===== src/rtl/seg7_scan_mux.sv =====
// Round-robin 3-digit 7-segment scan driver with blank guard slots and per-frame input snapshot.
// Optional leading-zero blanking is enabled by defining SEG7_SCAN_LZB_EN.
module seg7_scan_mux #(
  parameter int SHOW_CYC  = 100000,
  parameter int BLANK_CYC = 2000
) (
  input  logic       clk_i,
  input  logic       rst_i,
  input  logic       en_i,
  input  logic [6:0] uni_i,
  input  logic [6:0] dec_i,
  input  logic [6:0] cen_i,
  output logic [6:0] seg_o,
  output logic [3:0] an_o,
  output logic       frame_o
);

  localparam int MAXC = (SHOW_CYC > BLANK_CYC) ? SHOW_CYC : BLANK_CYC;
  localparam int CW   = (MAXC > 1) ? $clog2(MAXC) : 1;
  localparam logic [CW-1:0] SHOW_LAST  = CW'(SHOW_CYC - 1);
  localparam logic [CW-1:0] BLANK_LAST = CW'(BLANK_CYC - 1);
  localparam logic [6:0]    SEG_DARK   = 7'h7F;
  localparam logic [6:0]    SEG_ZERO   = 7'b0000001;

  typedef enum logic [1:0] {
    ST_OFF   = 2'd0,
    ST_BLANK = 2'd1,
    ST_SHOW  = 2'd2
  } state_t;

  state_t        r_state;
  logic [1:0]    r_digit;
  logic [CW-1:0] r_cnt;
  logic          r_init;
  logic [6:0]    r_snap_u;
  logic [6:0]    r_snap_t;
  logic [6:0]    r_snap_h;
  logic [6:0]    r_seg;
  logic [3:0]    r_an;
  logic          r_frame;

  state_t        w_state_nx;
  logic [1:0]    w_digit_nx;
  logic [CW-1:0] w_cnt_nx;
  logic          w_snap_ld;
  logic [6:0]    w_seg_nx;
  logic [3:0]    w_an_nx;

  // Pattern to drive for digit d, with leading-zero blanking applied when built in.
  function automatic logic [6:0] f_digit_seg(
    input logic [1:0] d,
    input logic [6:0] u,
    input logic [6:0] t,
    input logic [6:0] h
  );
    logic h_blank;
    logic t_blank;
`ifdef SEG7_SCAN_LZB_EN
    h_blank = (h == SEG_ZERO);
    t_blank = h_blank && (t == SEG_ZERO);
`else
    h_blank = 1'b0;
    t_blank = 1'b0;
`endif
    case (d)
      2'd0:    f_digit_seg = u;
      2'd1:    f_digit_seg = t_blank ? SEG_DARK : t;
      2'd2:    f_digit_seg = h_blank ? SEG_DARK : h;
      default: f_digit_seg = SEG_DARK;
    endcase
  endfunction

  // Next-state logic; enable loss beats everything, then restart after reset or OFF.
  always_comb begin
    w_state_nx = r_state;
    w_digit_nx = r_digit;
    w_cnt_nx   = r_cnt;
    w_snap_ld  = 1'b0;
    if (!en_i) begin
      w_state_nx = ST_OFF;
      w_digit_nx = 2'd0;
      w_cnt_nx   = '0;
    end else if (r_init || (r_state == ST_OFF)) begin
      w_state_nx = ST_BLANK;
      w_digit_nx = 2'd0;
      w_cnt_nx   = '0;
      w_snap_ld  = 1'b1;
    end else begin
      case (r_state)
        ST_BLANK: begin
          if (r_cnt == BLANK_LAST) begin
            w_state_nx = ST_SHOW;
            w_cnt_nx   = '0;
          end else begin
            w_cnt_nx = r_cnt + CW'(1);
          end
        end
        ST_SHOW: begin
          if (r_cnt == SHOW_LAST) begin
            w_state_nx = ST_BLANK;
            w_cnt_nx   = '0;
            w_digit_nx = (r_digit == 2'd2) ? 2'd0 : (r_digit + 2'd1);
            w_snap_ld  = (r_digit == 2'd2);
          end else begin
            w_cnt_nx = r_cnt + CW'(1);
          end
        end
        default: begin
          w_state_nx = ST_OFF;
          w_digit_nx = 2'd0;
          w_cnt_nx   = '0;
        end
      endcase
    end
  end

  // Outputs are derived from the next state so the registered pins carry no extra lag.
  always_comb begin
    w_an_nx  = 4'hF;
    w_seg_nx = SEG_DARK;
    if (w_state_nx == ST_SHOW) begin
      w_an_nx  = ~(4'b0001 << w_digit_nx);
      w_seg_nx = f_digit_seg(w_digit_nx, r_snap_u, r_snap_t, r_snap_h);
    end else begin
      w_an_nx  = 4'hF;
      w_seg_nx = SEG_DARK;
    end
  end

  // State, snapshot and output registers.
  always_ff @(posedge clk_i) begin
    if (rst_i) begin
      r_state  <= ST_BLANK;
      r_digit  <= 2'd0;
      r_cnt    <= '0;
      r_init   <= 1'b1;
      r_snap_u <= SEG_DARK;
      r_snap_t <= SEG_DARK;
      r_snap_h <= SEG_DARK;
      r_seg    <= SEG_DARK;
      r_an     <= 4'hF;
      r_frame  <= 1'b0;
    end else begin
      r_state <= w_state_nx;
      r_digit <= w_digit_nx;
      r_cnt   <= w_cnt_nx;
      r_init  <= 1'b0;
      if (w_snap_ld) begin
        r_snap_u <= uni_i;
        r_snap_t <= dec_i;
        r_snap_h <= cen_i;
      end
      r_seg   <= w_seg_nx;
      r_an    <= w_an_nx;
      r_frame <= w_snap_ld;
    end
  end

  assign seg_o   = r_seg;
  assign an_o    = r_an;
  assign frame_o = r_frame;

endmodule


===== config.mk =====
export PLATFORM = sky130hd
export DESIGN_NAME = seg7_scan_mux
export DESIGN_NICKNAME = d
export VERILOG_FILES = /design/src/rtl/seg7_scan_mux.sv
export SDC_FILE = /design/constraint.sdc
export NUM_CORES = 1
export LEC_CHECK = 0
export CORE_MARGIN = 2
export CORE_UTILIZATION = 48
export CTS_CLUSTER_DIAMETER = 150
export CTS_CLUSTER_SIZE = 24
export DETAILED_ROUTE_END_ITERATION = 16
export GPL_TIMING_DRIVEN = 0
export PLACE_DENSITY_LB_ADDON = 0.08
export SLEW_MARGIN = 20
export SYNTH_ARGS = -nofsm -noshare
export SYNTH_HDL_FRONTEND = slang
export SYNTH_SLANG_ARGS = --single-unit

===== constraint.sdc =====
create_clock -name clk_i -period 2.2 [get_ports clk_i]
set_input_delay 0.33 -clock clk_i [delete_from_list [all_inputs] [get_ports clk_i]]
set_output_delay 0.33 -clock clk_i [all_outputs]
set_load 0.05 [all_outputs]

==> impl_metrics.py, run 1 <==
metrics = {
    "status": {
        "outcome": "complete, but fails checks",
        "violations": "setup timing",
    },
    "detailed_routing": {
        "first_iter_violations": 163,
        "wl_um": 5860,
        "viasPerCell": 5.33,
        "via_count": 2182,
        "drtAntennaViolNets": 0,
        "firstDrtPassIters": 4,
        "wl_per_cell_um": 14.3,
        "remaining_drc_errors": 0,
    },
    "sta": {
        "skew_ns": 0.00616,
        "setup_viol": 7,
        "worst-slew-pin-transition_ns": 0.500,
        "hold_viol_final": 0,
        "timing.hold.ws_ns": 0.491,
        "max_slew_margin_pct": 66.6,
        "period_needed_ns": 2.23,
        "rsz0062_at_grt": "true",
        "fin_setup_tns_ns": -0.154,
        "max_freq_mhz": 448,
        "postLayoutSetupSlackWorst_ns": -0.0323,
        "min_period_over_period_pct": 101,
        "drv_slew": 0,
    },
    "worst_setup_path": {
        "crit_required_ns": 2.43,
        "cp.depth": 7,
        "end_kind": "flip-flop",
        "max_stage_delay_ns": 0.59,
        "regToRegStartpoint": "r_cnt[15]",
        "crit_path_end": "seg_o[1]",
        "r2r_slack_ns": -0.03,
        "crit_type": "flip-flop to flip-flop",
        "worstPathCellList": "nand4_1 > or4b_4 > or3_4 > a221oi_4 > nor3b_4 > buf_6 > o211ai_1",
        "critPathArrivalTime_ns": 2.46,
        "slowest_stage": "or4b_4",
        "crit_family": "simple AND/OR/NAND/NOR gates",
        "crit_buf_inv": 1,
        "rr_endpoint": "seg_o[1]",
        "crit_path_start_kind": "flip-flop",
        "path_max_fanout": 8,
        "r2r_cells": 7,
        "startpoint": "r_cnt[15]",
    },
    "grt": {
        "grt_max_degree": 17,
        "grt_pass1_vias": 2115,
        "grt.total_usage_pct": 22.1,
        "grt_overflow": 0,
        "grt_pass1_wl_um": 9450,
        "antenna_found_initial": 0,
    },
    "final_layout": {
        "fin_nets": 369,
        "finalInstanceArea_mm2": 0.00326,
        "final-seq-area_mm2": 0.00111,
        "multi_input_area_mm2": 0.00137,
        "synthToLayoutAreaGrowth_pct": 36.5,
        "fin_cells": 409,
        "diodes": 0,
        "fillerInstances": 397,
        "layout-drive-gt1-share_pct": 19.9,
    },
    "cts": {
        "clk_pin_slew_ns": 0.10,
        "cts_tree": "done",
        "cts_max_level": 2,
        "clockRootBuffer": "clkbuf_8",
        "clockBufferDepth": 2,
        "cts_num_sinks": 55,
        "clock_latency_ns": 0.31,
        "cts_buffers": 5,
    },
    "floorplanning": {
        "dieArea_mm2": 0.00556,
        "core_mm2": 0.00475,
        "start_util_pct": 50.3,
        "die_x_um": 74.6,
        "fp.dieH_um": 74.6,
        "fp-row-count": 25,
        "io_pins": 36,
    },
    "logic_synthesis": {
        "ys_ff_latch": 55,
        "yosysSeqAreaShare_pct": 46.1,
        "synth_area_leaders": "dfxtp_1 (46%), nor2_1 (7.1%), nor3_1 (5.7%)",
        "ys.flop_type": "dfxtp_1",
        "ys.warnings.count": 0,
        "syn_area_mm2": 0.00239,
        "syn_nets": 311,
        "syn_inst": 283,
        "synth_area_leader_cell": "dfxtp_1",
        "synth_edf_count": 0,
        "synth.distinct_cells": 41,
        "synthArstFlopShare_pct": 0,
        "syn_avg_cell_area_um2": 8.44,
        "synth_top_cell_area_share_pct": 46.1,
    },
    "placement": {
        "dp.cells": 385,
        "gp_congestion": 0.849,
        "hpwl_um": 3760,
        "dpl_cell_area_mm2": 0.00282,
        "port_buffers": 35,
    },
    "pwr": {
        "vdd_drop_max_v": 0.000525,
        "powerDensity_mw_per_mm2": 554,
        "leakagePower_uw": 0.00119,
    },
    "job": {
        "drv_cap": 0,
    },
    "worst_hold_path": {
        "hold_class": "flip-flop to flip-flop",
    },
}
[cells in the mapped netlist (2+ instances only)]
cell type and number:
o32ai_1 2, clkbuf_1 12, o22ai_1 3, o21ai_0 4
inv_1 10, xor2_1 12, or2_2 2, o211ai_1 8
dfxtp_1 55, nor2_1 45, and2_1 4, a21oi_1 24
ha_1 4, nand2_1 15, or3_1 2, nand4_1 5
nor4_1 2, nor3_1 27, nand2b_1 2, and3_1 9
xnor2_1 3, a22oi_1 8, nand3_1 7
[where the power goes]
| group | leakage [uW] | switching (uW) | internal, uW | total (uW) |
|---|---|---|---|---|
| registers | 0.000452 | 16.0 | 1020 | 1040 |
| clock network | 0.0000484 | 328 | 259 | 587 |
| logic | 0.000692 | 96.0 | 86.8 | 183 |
[final cells by class]
type	instances	area share, %
multi-input combinational	202	41.9
sequential	55	34.1
timing repair buffer	54	15.3
clock buffer	7	2.65
tap	67	2.57
buffer	13	1.99
inverter	10	1.15
clock inverter	1	0.269
[kinds of logic after synthesis]
| family | synth area share [%] |
|---|---|
| simple gates | 26.2 |
| flops | 46.1 |
| compound gates | 15.1 |
| buf+inv | 4.61 |
| xor+xnor | 5.50 |
| fa+ha+maj | 2.09 |
| mux | 0.419 |
[metal layers]
metal | GRT usage [%] | share of wire, % | vias up
li1 | - | - | 1107
met1 | 27.4 | 42 | 1013
met2 | 37.7 | 51 | 51
met3 | 4.47 | 4.6 | 11
met4 | 8.33 | 1.9 | 0
met5 | 0 | 0 | -
[sequential cells by signal, summed over array words and instances, names as in the netlist]
name	cells
r_state	2
r_init	1
an_o	4
r_cnt	17
r_snap_h	7
r_snap_u	7
seg_o	7
r_snap_t	7
frame_o	1
r_digit	2
[tightest hold or removal path, stage by stage (launching register included)]
cell and delay, ns:
dfxtp_1 0.32, inv_1 0.05, o211ai_1 0.08
[worst min path at each step]
stage / start / to / slack (ns) / cells past startpoint
2_1_floorplan: rst_i / r_init / 0.36 / 0
3_3_place_gp: r_cnt[0] / r_cnt[0] / 0.45 / 1
3_5_place_dp: r_cnt[0] / r_cnt[0] / 0.45 / 1
4_1_cts: r_snap_t[2] / seg_o[2] / 0.50 / 2
5_1_grt: r_snap_t[2] / seg_o[2] / 0.51 / 2
6_report: r_snap_t[2] / seg_o[2] / 0.49 / 2
[stage by stage]
stage | power [uW] | utilization [%] | setup WS, ns
final | 1810 | 68.6 | -0.0323
after detailed placement | 1220 | 59.4 | -0.418
after global placement | 1220 | 59.4 | -0.410
after floorplan | 1150 | - | 0.0622
after global routing | 1880 | 68.6 | -0.119
after CTS | 1810 | 66.6 | -0.0766
[placed cells by master (no fill, tap or decap), types with 8 or more instances in the layout]
master,Yosys,layout
inv_1,10,10
nand2_1,15,12
o211ai_1,8,8
clkdlybuf4s50_1,0,35
dfxtp_1,55,47
clkbuf_1,12,9
a21oi_1,24,23
buf_4,1,17
nor3_1,27,26
a22oi_1,8,8
nor2_1,45,44
xor2_1,12,12
[repair_timing]
item / in CTS / in global routing
setup endpoints to repair: 44 / 44
gates cloned: 0 / 0
pin swaps: 8 / 9
resized for setup: 36 / 18
hold buffers: 0 / 0
endpoints found under the hold margin: 0 / 0
buffers inserted: 15 / 4
Note: power is estimated with default switching activity, not from simulation.
==> inputs of run 2 (changes only) <==
--- a/config.mk
+++ b/config.mk
@@ -12,6 +12,7 @@
 export DETAILED_ROUTE_END_ITERATION = 16
 export GPL_TIMING_DRIVEN = 0
 export PLACE_DENSITY_LB_ADDON = 0.08
+export RECOVER_POWER = 25
 export SLEW_MARGIN = 20
 export SYNTH_ARGS = -nofsm -noshare
 export SYNTH_HDL_FRONTEND = slang
==> impl_metrics.py, run 2 (synthesized netlist as in run 1, its figures left out) <==
metrics = {
    "sta": {
        "timing.hold.ws_ns": 0.491,
        "fin_setup_tns_ns": -0.154,
        "worst-slew-pin-transition_ns": 0.500,
        "skew_ns": 0.00616,
        "max_freq_mhz": 448,
        "rsz0062_at_grt": "true",
        "min_period_over_period_pct": 101,
        "period_needed_ns": 2.23,
        "drv_slew": 0,
        "max_slew_margin_pct": 66.6,
        "hold_viol_final": 0,
        "postLayoutSetupSlackWorst_ns": -0.0323,
        "setup_viol": 7,
    },
    "final_layout": {
        "fillerInstances": 397,
        "fin_cells": 409,
        "regMostFlops": "r_cnt",
        "fin_nets": 369,
        "final_common_cell": "dfxtp_1",
        "final_cell_mix": "dfxtp_1 (47), nor2_1 (44), clkdlybuf4s50_1 (31)",
        "synthToLayoutAreaGrowth_pct": 36.5,
        "largest_reg_flops": 17,
        "fin_util_pct": 68.6,
        "diodes": 0,
        "layout-drive-gt1-share_pct": 19.9,
    },
    "worst_setup_path": {
        "crit_type": "flip-flop to flip-flop",
        "crit_required_ns": 2.43,
        "r2r_cells": 7,
        "critPathArrivalTime_ns": 2.46,
        "path_max_fanout": 8,
        "end_kind": "flip-flop",
        "crit_path_start_kind": "flip-flop",
    },
    "floorplanning": {
        "start_util_pct": 50.3,
        "core_mm2": 0.00475,
        "fp.dieH_um": 74.6,
        "die_x_um": 74.6,
        "io_pins": 36,
        "fp-row-count": 25,
        "dieArea_mm2": 0.00556,
    },
    "cts": {
        "cts_tree": "done",
        "ctsHoldBuffers": 0,
        "cts_num_sinks": 55,
        "clk_pin_slew_ns": 0.10,
        "cts_max_level": 2,
        "clock_latency_ns": 0.31,
        "cts_buffers": 5,
        "clockBufferDepth": 2,
        "clockRootBuffer": "clkbuf_8",
    },
    "grt": {
        "grt_pass1_vias": 2115,
        "grt_overflow": 0,
        "grt.total_usage_pct": 22.1,
        "antenna_found_initial": 0,
        "grt_pass1_wl_um": 9450,
        "grt_max_degree": 17,
    },
    "placement": {
        "hpwl_um": 3760,
        "port_buffers": 35,
        "gp_congestion": 0.849,
        "dp.cells": 385,
        "dp_slack_ns": -0.418,
    },
    "pwr": {
        "leakagePower_uw": 0.00118,
        "powerDensity_mw_per_mm2": 554,
        "vdd_drop_max_v": 0.000525,
    },
    "detailed_routing": {
        "first_iter_violations": 163,
        "via_count": 2182,
        "firstDrtPassIters": 4,
        "remaining_drc_errors": 0,
        "drtAntennaViolNets": 0,
        "viasPerCell": 5.33,
        "wl_um": 5850,
        "wl_per_cell_um": 14.3,
    },
    "status": {
        "violations": "setup timing",
        "outcome": "complete, but fails checks",
    },
    "job": {
        "drv_cap": 0,
    },
    "worst_hold_path": {
        "hold_class": "flip-flop to flip-flop",
        "whs_path_depth": 2,
    },
}
==> run 2: cell types whose count changed in the layout (fill, tap and decap cells not counted) <==
| cell | previous run | this run |
|---|---|---|
| dlygate4sd3_1 | 0 | 4 |
| clkdlybuf4s50_1 | 35 | 31 |
==> run 2: power by group <==
part | total, uW | internal (uW) | switching (uW)
clock network | 587 | 259 | 328
registers | 1040 | 1020 | 16.0
logic | 182 | 86.4 | 96.0
total | 1810 | 1370 | 440
==> run 2: what timing repair did <==
item                       CTS  global route
pin swaps                    8             9
setup endpoints to repair   44            44
hold endpoints to repair     0             0
resized for setup           36            18
setup buffers               15             4
==> run 2: final timing paths <==
path	start	slack, ns	to
worst max-delay path	r_cnt[15]	-0.03	seg_o[1]
worst min-delay path	r_snap_t[2]	0.49	seg_o[2]
worst max register to register	r_cnt[15]	-0.03	seg_o[1]
worst min register to register	r_snap_t[2]	0.49	seg_o[2]
==> run 2: routing by layer <==
metal	vias up	global-route usage, %	part of all wire (%)
li1	1107	-	-
met1	1013	27.4	42
met2	51	37.7	51
met3	11	4.47	4.7
met4	0	8.33	1.9
met5	-	0	0
==> run 2: per-stage QoR <==
stage / total power, uW / cell area [um2]
6_report: 1810 / 3260
3_5_place_dp: 1220 / 2820
4_1_cts: 1810 / 3170
5_1_grt: 1880 / 3260
3_3_place_gp: 1220 / 2820
2_1_floorplan: 1150 / 2390
==> run 2: worst max-delay path: stages (launching register included) <==
cell and delay [ns]:
dfxtp_4 0.36, nand4_1 0.10, or4b_4 0.59, or3_4 0.42
a221oi_4 0.38, nor3b_4 0.07, buf_6 0.15, o211ai_1 0.09
==> run 2: area by class of cell <==
cell class,count,area (um2),area share (%)
flip-flops and latches,55,1110,34.1
inverters,10,37.5,1.15
repair buffers,54,500,15.3
clock buffers,7,86.3,2.65
clock inverters,1,8.76,0.269
multi-input cells,202,1370,41.9
well taps,67,83.8,2.57
plain buffers,13,65.1,1.99
